===== src/rtl/cpu_types_pkg.sv =====
// Shared CPU-side types: data word, RAM status codes and arbiter states.
// No logic; imported by the memory arbiter and its neighbours.
// Encodings of ramstate_t match the RAM controller's 2-bit status bus.
package cpu_types_pkg;

  localparam int WORD_W = 32;

  typedef logic [WORD_W-1:0] word_t;

  typedef enum logic [1:0] {
    FREE   = 2'd0,
    BUSY   = 2'd1,
    ACCESS = 2'd2,
    ERROR  = 2'd3
  } ramstate_t;

  typedef enum logic [1:0] {
    IDLE    = 2'd0,
    SERVE_D = 2'd1,
    SERVE_I = 2'd2
  } arb_state_t;

endpackage


===== src/rtl/cache_mem_arbiter.sv =====
// Purpose: grants the single RAM port to the dcache (priority) or the icache, with a starvation bound for the icache.
// Latency: grant registered in IDLE; RAM driven from the next cycle; minimum 2 cycles request-to-completion.
// Backpressure: requester's wait stays 1 until RAM ACCESS; FREE/BUSY hold the grant, ERROR retries, withdrawal aborts.
module cache_mem_arbiter
  import cpu_types_pkg::*;
#(
  parameter int unsigned STARVE_MAX = 4,
  parameter int unsigned ADDR_W     = 32
) (
  input  logic              CLK,
  input  logic              nRST,
  input  logic              iREN,
  input  logic [ADDR_W-1:0] iaddr,
  input  logic              dREN,
  input  logic              dWEN,
  input  logic [ADDR_W-1:0] daddr,
  input  logic [ADDR_W-1:0] dstore,
  output logic              iwait,
  output logic              dwait,
  output logic [ADDR_W-1:0] iload,
  output logic [ADDR_W-1:0] dload,
  output logic              ramREN,
  output logic              ramWEN,
  output logic [ADDR_W-1:0] ramaddr,
  output logic [ADDR_W-1:0] ramstore,
  input  logic [ADDR_W-1:0] ramload,
  input  logic [1:0]        ramstate,
  output logic              mem_err
);

  localparam logic [3:0] STARVE_LIM = 4'(STARVE_MAX);

  arb_state_t state_q, state_d;
  logic [3:0] starve_cnt_q, starve_cnt_d;
  logic       mem_err_q, mem_err_d;
  logic       dreq;
  ramstate_t  rs;

  assign dreq    = dREN | dWEN;
  assign rs      = ramstate_t'(ramstate);
  assign mem_err = mem_err_q;

  // State, starvation counter and error pulse registers; reset drops the grant at once.
  always_ff @(posedge CLK or negedge nRST) begin
    if (!nRST) begin
      state_q      <= IDLE;
      starve_cnt_q <= 4'd0;
      mem_err_q    <= 1'b0;
    end else begin
      state_q      <= state_d;
      starve_cnt_q <= starve_cnt_d;
      mem_err_q    <= mem_err_d;
    end
  end

  // Arbitration, RAM port steering and completion/abort/error handling.
  always_comb begin
    state_d      = state_q;
    starve_cnt_d = starve_cnt_q;
    mem_err_d    = 1'b0;
    iwait        = 1'b1;
    dwait        = 1'b1;
    iload        = '0;
    dload        = '0;
    ramREN       = 1'b0;
    ramWEN       = 1'b0;
    ramaddr      = '0;
    ramstore     = '0;

    unique case (state_q)
      IDLE: begin
        // The icache jumps the queue only once the dcache has had its run.
        if (iREN && (starve_cnt_q == STARVE_LIM)) begin
          state_d = SERVE_I;
        end else if (dreq) begin
          state_d = SERVE_D;
        end else if (iREN) begin
          state_d = SERVE_I;
        end
      end

      SERVE_D: begin
        if (!dreq) begin
          // Withdrawn: nothing is driven and no completion is reported.
          state_d = IDLE;
        end else begin
          ramaddr  = daddr;
          ramstore = dstore;
          ramWEN   = dWEN;
          ramREN   = dREN & ~dWEN;
          if (rs == ACCESS) begin
            dwait   = 1'b0;
            if (!dWEN) begin
              dload = ramload;
            end
            state_d = IDLE;
            if (iREN) begin
              if (starve_cnt_q < STARVE_LIM) begin
                starve_cnt_d = starve_cnt_q + 4'd1;
              end
            end else begin
              starve_cnt_d = 4'd0;
            end
          end else if (rs == ERROR) begin
            state_d   = IDLE;
            mem_err_d = 1'b1;
          end
        end
      end

      SERVE_I: begin
        if (!iREN) begin
          state_d = IDLE;
        end else begin
          ramaddr = iaddr;
          ramREN  = 1'b1;
          if (rs == ACCESS) begin
            iwait        = 1'b0;
            iload        = ramload;
            state_d      = IDLE;
            starve_cnt_d = 4'd0;
          end else if (rs == ERROR) begin
            state_d   = IDLE;
            mem_err_d = 1'b1;
          end
        end
      end

      default: begin
        state_d = IDLE;
      end
    endcase
  end

endmodule


===== config.mk =====
export PLATFORM = sky130hd
export DESIGN_NAME = cache_mem_arbiter
export DESIGN_NICKNAME = d
export VERILOG_FILES = /design/src/rtl/cpu_types_pkg.sv /design/src/rtl/cache_mem_arbiter.sv
export SDC_FILE = /design/constraint.sdc
export NUM_CORES = 1
export LEC_CHECK = 0
export ABC_AREA = 1
export CORE_AREA = 3 3 104 106
export CTS_CLUSTER_DIAMETER = 100
export DETAILED_ROUTE_END_ITERATION = 10
export DIE_AREA = 0 0 107 109
export PLACE_DENSITY = 0.67
export RECOVER_POWER = 100
export SLEW_MARGIN = 20
export SYNTH_ARGS = -nofsm -noshare
export SYNTH_HDL_FRONTEND = slang
export SYNTH_SLANG_ARGS = --single-unit

===== constraint.sdc =====
create_clock -name CLK -period 2.6 [get_ports CLK]
set_input_delay 0.39 -clock CLK [delete_from_list [all_inputs] [get_ports CLK]]
set_output_delay 0.39 -clock CLK [all_outputs]
set_load 0.01 [all_outputs]

==> flow_summary.yaml <==
clock_tree:
  cts.clk_slew.worst_paths_ns: 0.04
  cts_sinks: 7
  cts_max_level: 1
  cts_buffer_depth: 2
  cts-root-buf: "clkbuf_8"
  cts_buffers: 3
  clock_latency_ns: 0.22
  cts_tree: "built"
  ctsHoldBuffers: 0
job:
  cap_viol_max_count: 0
worst_setup_path:
  r2r_setup_slack_ns: 0.96
  rr_worst_depth: 8
  worstPathRequired_ns: 2.21
  start_kind: "input pin"
  cp_top_family: "buffers and inverters"
  reg2reg_to: "starve_cnt_q[2]"
  crit_fanout: 11
  crit_path_max_incr_delay_ns: 0.56
  critPathKind: "in2out"
  cp-end-kind: "output port"
  crit_path_cell_trace: "clkdlybuf4s50_1 -> inv_1 -> nor2_1 -> nand2_2 -> buf_2 -> nor2_1 -> clkdlybuf4s50_1"
  rr_startpoint: "state_q[1]"
  cp_num_buf_inv: 4
  slowest_stage: "clkdlybuf4s50_1"
  worstPathArrival_ns: 2.08
grt:
  grt_pass1_wl_um: 15200
  first_global_vias: 3131
  grt_overflow: 0
  grt_use_total: 0.159
  grt_max_degree: 34
  antenna_found_initial: 0
floorplanning:
  die_w_um: 107
  fp-row-count: 36
  start_util: 0.200
  dieArea_um2: 11700
  coreArea_um2: 9860
  die_h_um: 109
  ioPinCount: 268
yosys:
  syn_area_um2: 1980
  synth_cell_types: 22
  postSynthAreaPerCell_um2: 5.29
  synth_ff_type: "dfrtp_1"
  yosys.area.top_type: "nand2_1"
  synth_area_leaders: "nand2_1 (23%), nor2_1 (15%), nor3_2 (14%)"
  synth-edff-count: 0
  syn_inst: 374
  ys_warn_count: 0
  netlist_top_cells_count: "nand2_1 (123), nor2_1 (77), inv_1 (50), a21oi_1 (35), nor3_2 (28)"
  ys_async_sr_fraction: 1.00
  ys_seq_elements: 7
  ys_seq_area_frac: 0.0886
  syn-num-nets: 515
  yosysTopAreaCellShare: 0.234
  yosys.cell_count.top_type: "nand2_1"
route:
  drt_pass1_iterations: 4
  drt-vias-per-instance: 4.23
  drt-wirelength-per-cell_um: 13.3
  drc_errors: 0
  drtIter0Drc: 144
  num_vias: 3252
  drt-total-wl_um: 10200
  ant_nets: 0
layout:
  area_growth_pct: 131
  fill_cells: 1017
  layout-drive-gt1-share: 0.0645
  finalNonFillerCells: 769
  n_antenna_cell: 0
  fin_nets: 778
  postLayoutCoreUtil: 0.464
power:
  vdd_drop_max_uv: 230
  p_total_mw: 2.00
  power.density_nw_per_um2: 438
  p_leak_nw: 2.16
sta:
  tightest_slew_ns: 0.348
  finalClockSkew_ns: 0.00194
  period_share: 0.951
  hold_viol_final: 0
  post-route-min-period_ns: 2.47
  timing.hold.ws_ns: 0.494
  rsz0062_at_grt: "no"
  fin_tns_setup_ns: 0
  slew_violations: 0
  setup_violations: 0
  fmaxAchievable_mhz: 404
  max_slew_margin: 0.768
status:
  outcome: "finished, final reports clean"
placement:
  dp_cells: 764
  port_buffers: 267
  dp.final_hpwl_um: 8540
  gp_congestion: 0.825
worst_hold_path:
  hp-class: "in2async"
==> layout make-up <==
type,instances,area [um^2],area share
timing repair buffer,284,2650,0.579
multi-input combinational,290,1350,0.295
inverter,51,191,0.0418
sequential,7,175,0.0383
tap,133,166,0.0364
clock buffer,4,45.0,0.00985
==> metal layers <==
metal,vias to the layer above,global-route usage,routed length [um],share of wire
met2,149,0.333,5820,0.57
met3,6,0.0379,793,0.078
met4,0,0.0137,46,0.0045
met1,1441,0.163,3550,0.35
met5,-,0,0,0
li1,1656,-,-,-
==> cell families after synthesis <==
family | synth area share
and+or+nand+nor | 0.578
buffers and inverters | 0.196
adders and majority gates | 0.0380
DFF | 0.0886
AOI/OAI and AO/OA | 0.0994
==> layout by cell type (no fill, tap or decap), types with 4 or more instances in the layout <==
master / synthesis / final
nor2_1: 77 / 77
buf_12: 2 / 4
a21oi_1: 35 / 35
nand2_2: 3 / 4
nor3_1: 4 / 21
dlygate4sd2_1: 0 / 32
nand2_1: 123 / 121
clkbuf_1: 6 / 30
dfrtp_1: 7 / 7
buf_4: 3 / 6
clkdlybuf4s50_1: 0 / 163
dlygate4sd3_1: 0 / 37
nand3_1: 9 / 9
clkdlybuf4s25_1: 0 / 7
inv_1: 50 / 50
nor3_2: 28 / 11
ha_1: 6 / 4
==> stage by stage <==
step,cell area (um^2),setup WS [ns]
CTS,4830,0.00695
global route,4570,0.00774
global placement,4820,0.0241
detailed placement,4820,0.00906
floorplan,1980,0.812
finish,4570,0.126
==> worst reg2reg max path, delay by kind of cell (launching register included) <==
kind                     cells  cell delay, ns
adder cells (fa/ha/maj)      1            0.22
flip-flops                   1            0.43
buffers and inverters        2            0.27
AND/OR/NAND/NOR              5            0.61
==> sequential cells by signal (all words and copies together) (netlist names) <==
register / count
state_q: 2
mem_err: 1
starve_cnt_q: 4
==> where the power goes <==
part	switching [mW]	internal, mW
clock network	0.0430	0.106
logic	0.936	0.747
registers	0.0333	0.139
==> worst max-delay path by stage <==
stage | start | end | slack, ns | depth (start not counted)
floorplan | state_q[1] | dload[22] | 0.81 | 7
global placement | dREN | dload[1] | 0.02 | 6
detailed placement | dREN | dload[31] | 0.009 | 6
CTS | state_q[0] | ramaddr[21] | 0.007 | 8
global route | ramstate[1] | iload[20] | 0.008 | 7
finish | ramstate[1] | iload[22] | 0.13 | 7
==> timing repair <==
item / CTS / global route
endpoints found under the setup margin: 36 / 42
buffers inserted: 0 / 0
gates cloned: 0 / 1
resized for setup: 35 / 38
Power figures use the tool's default switching activity.
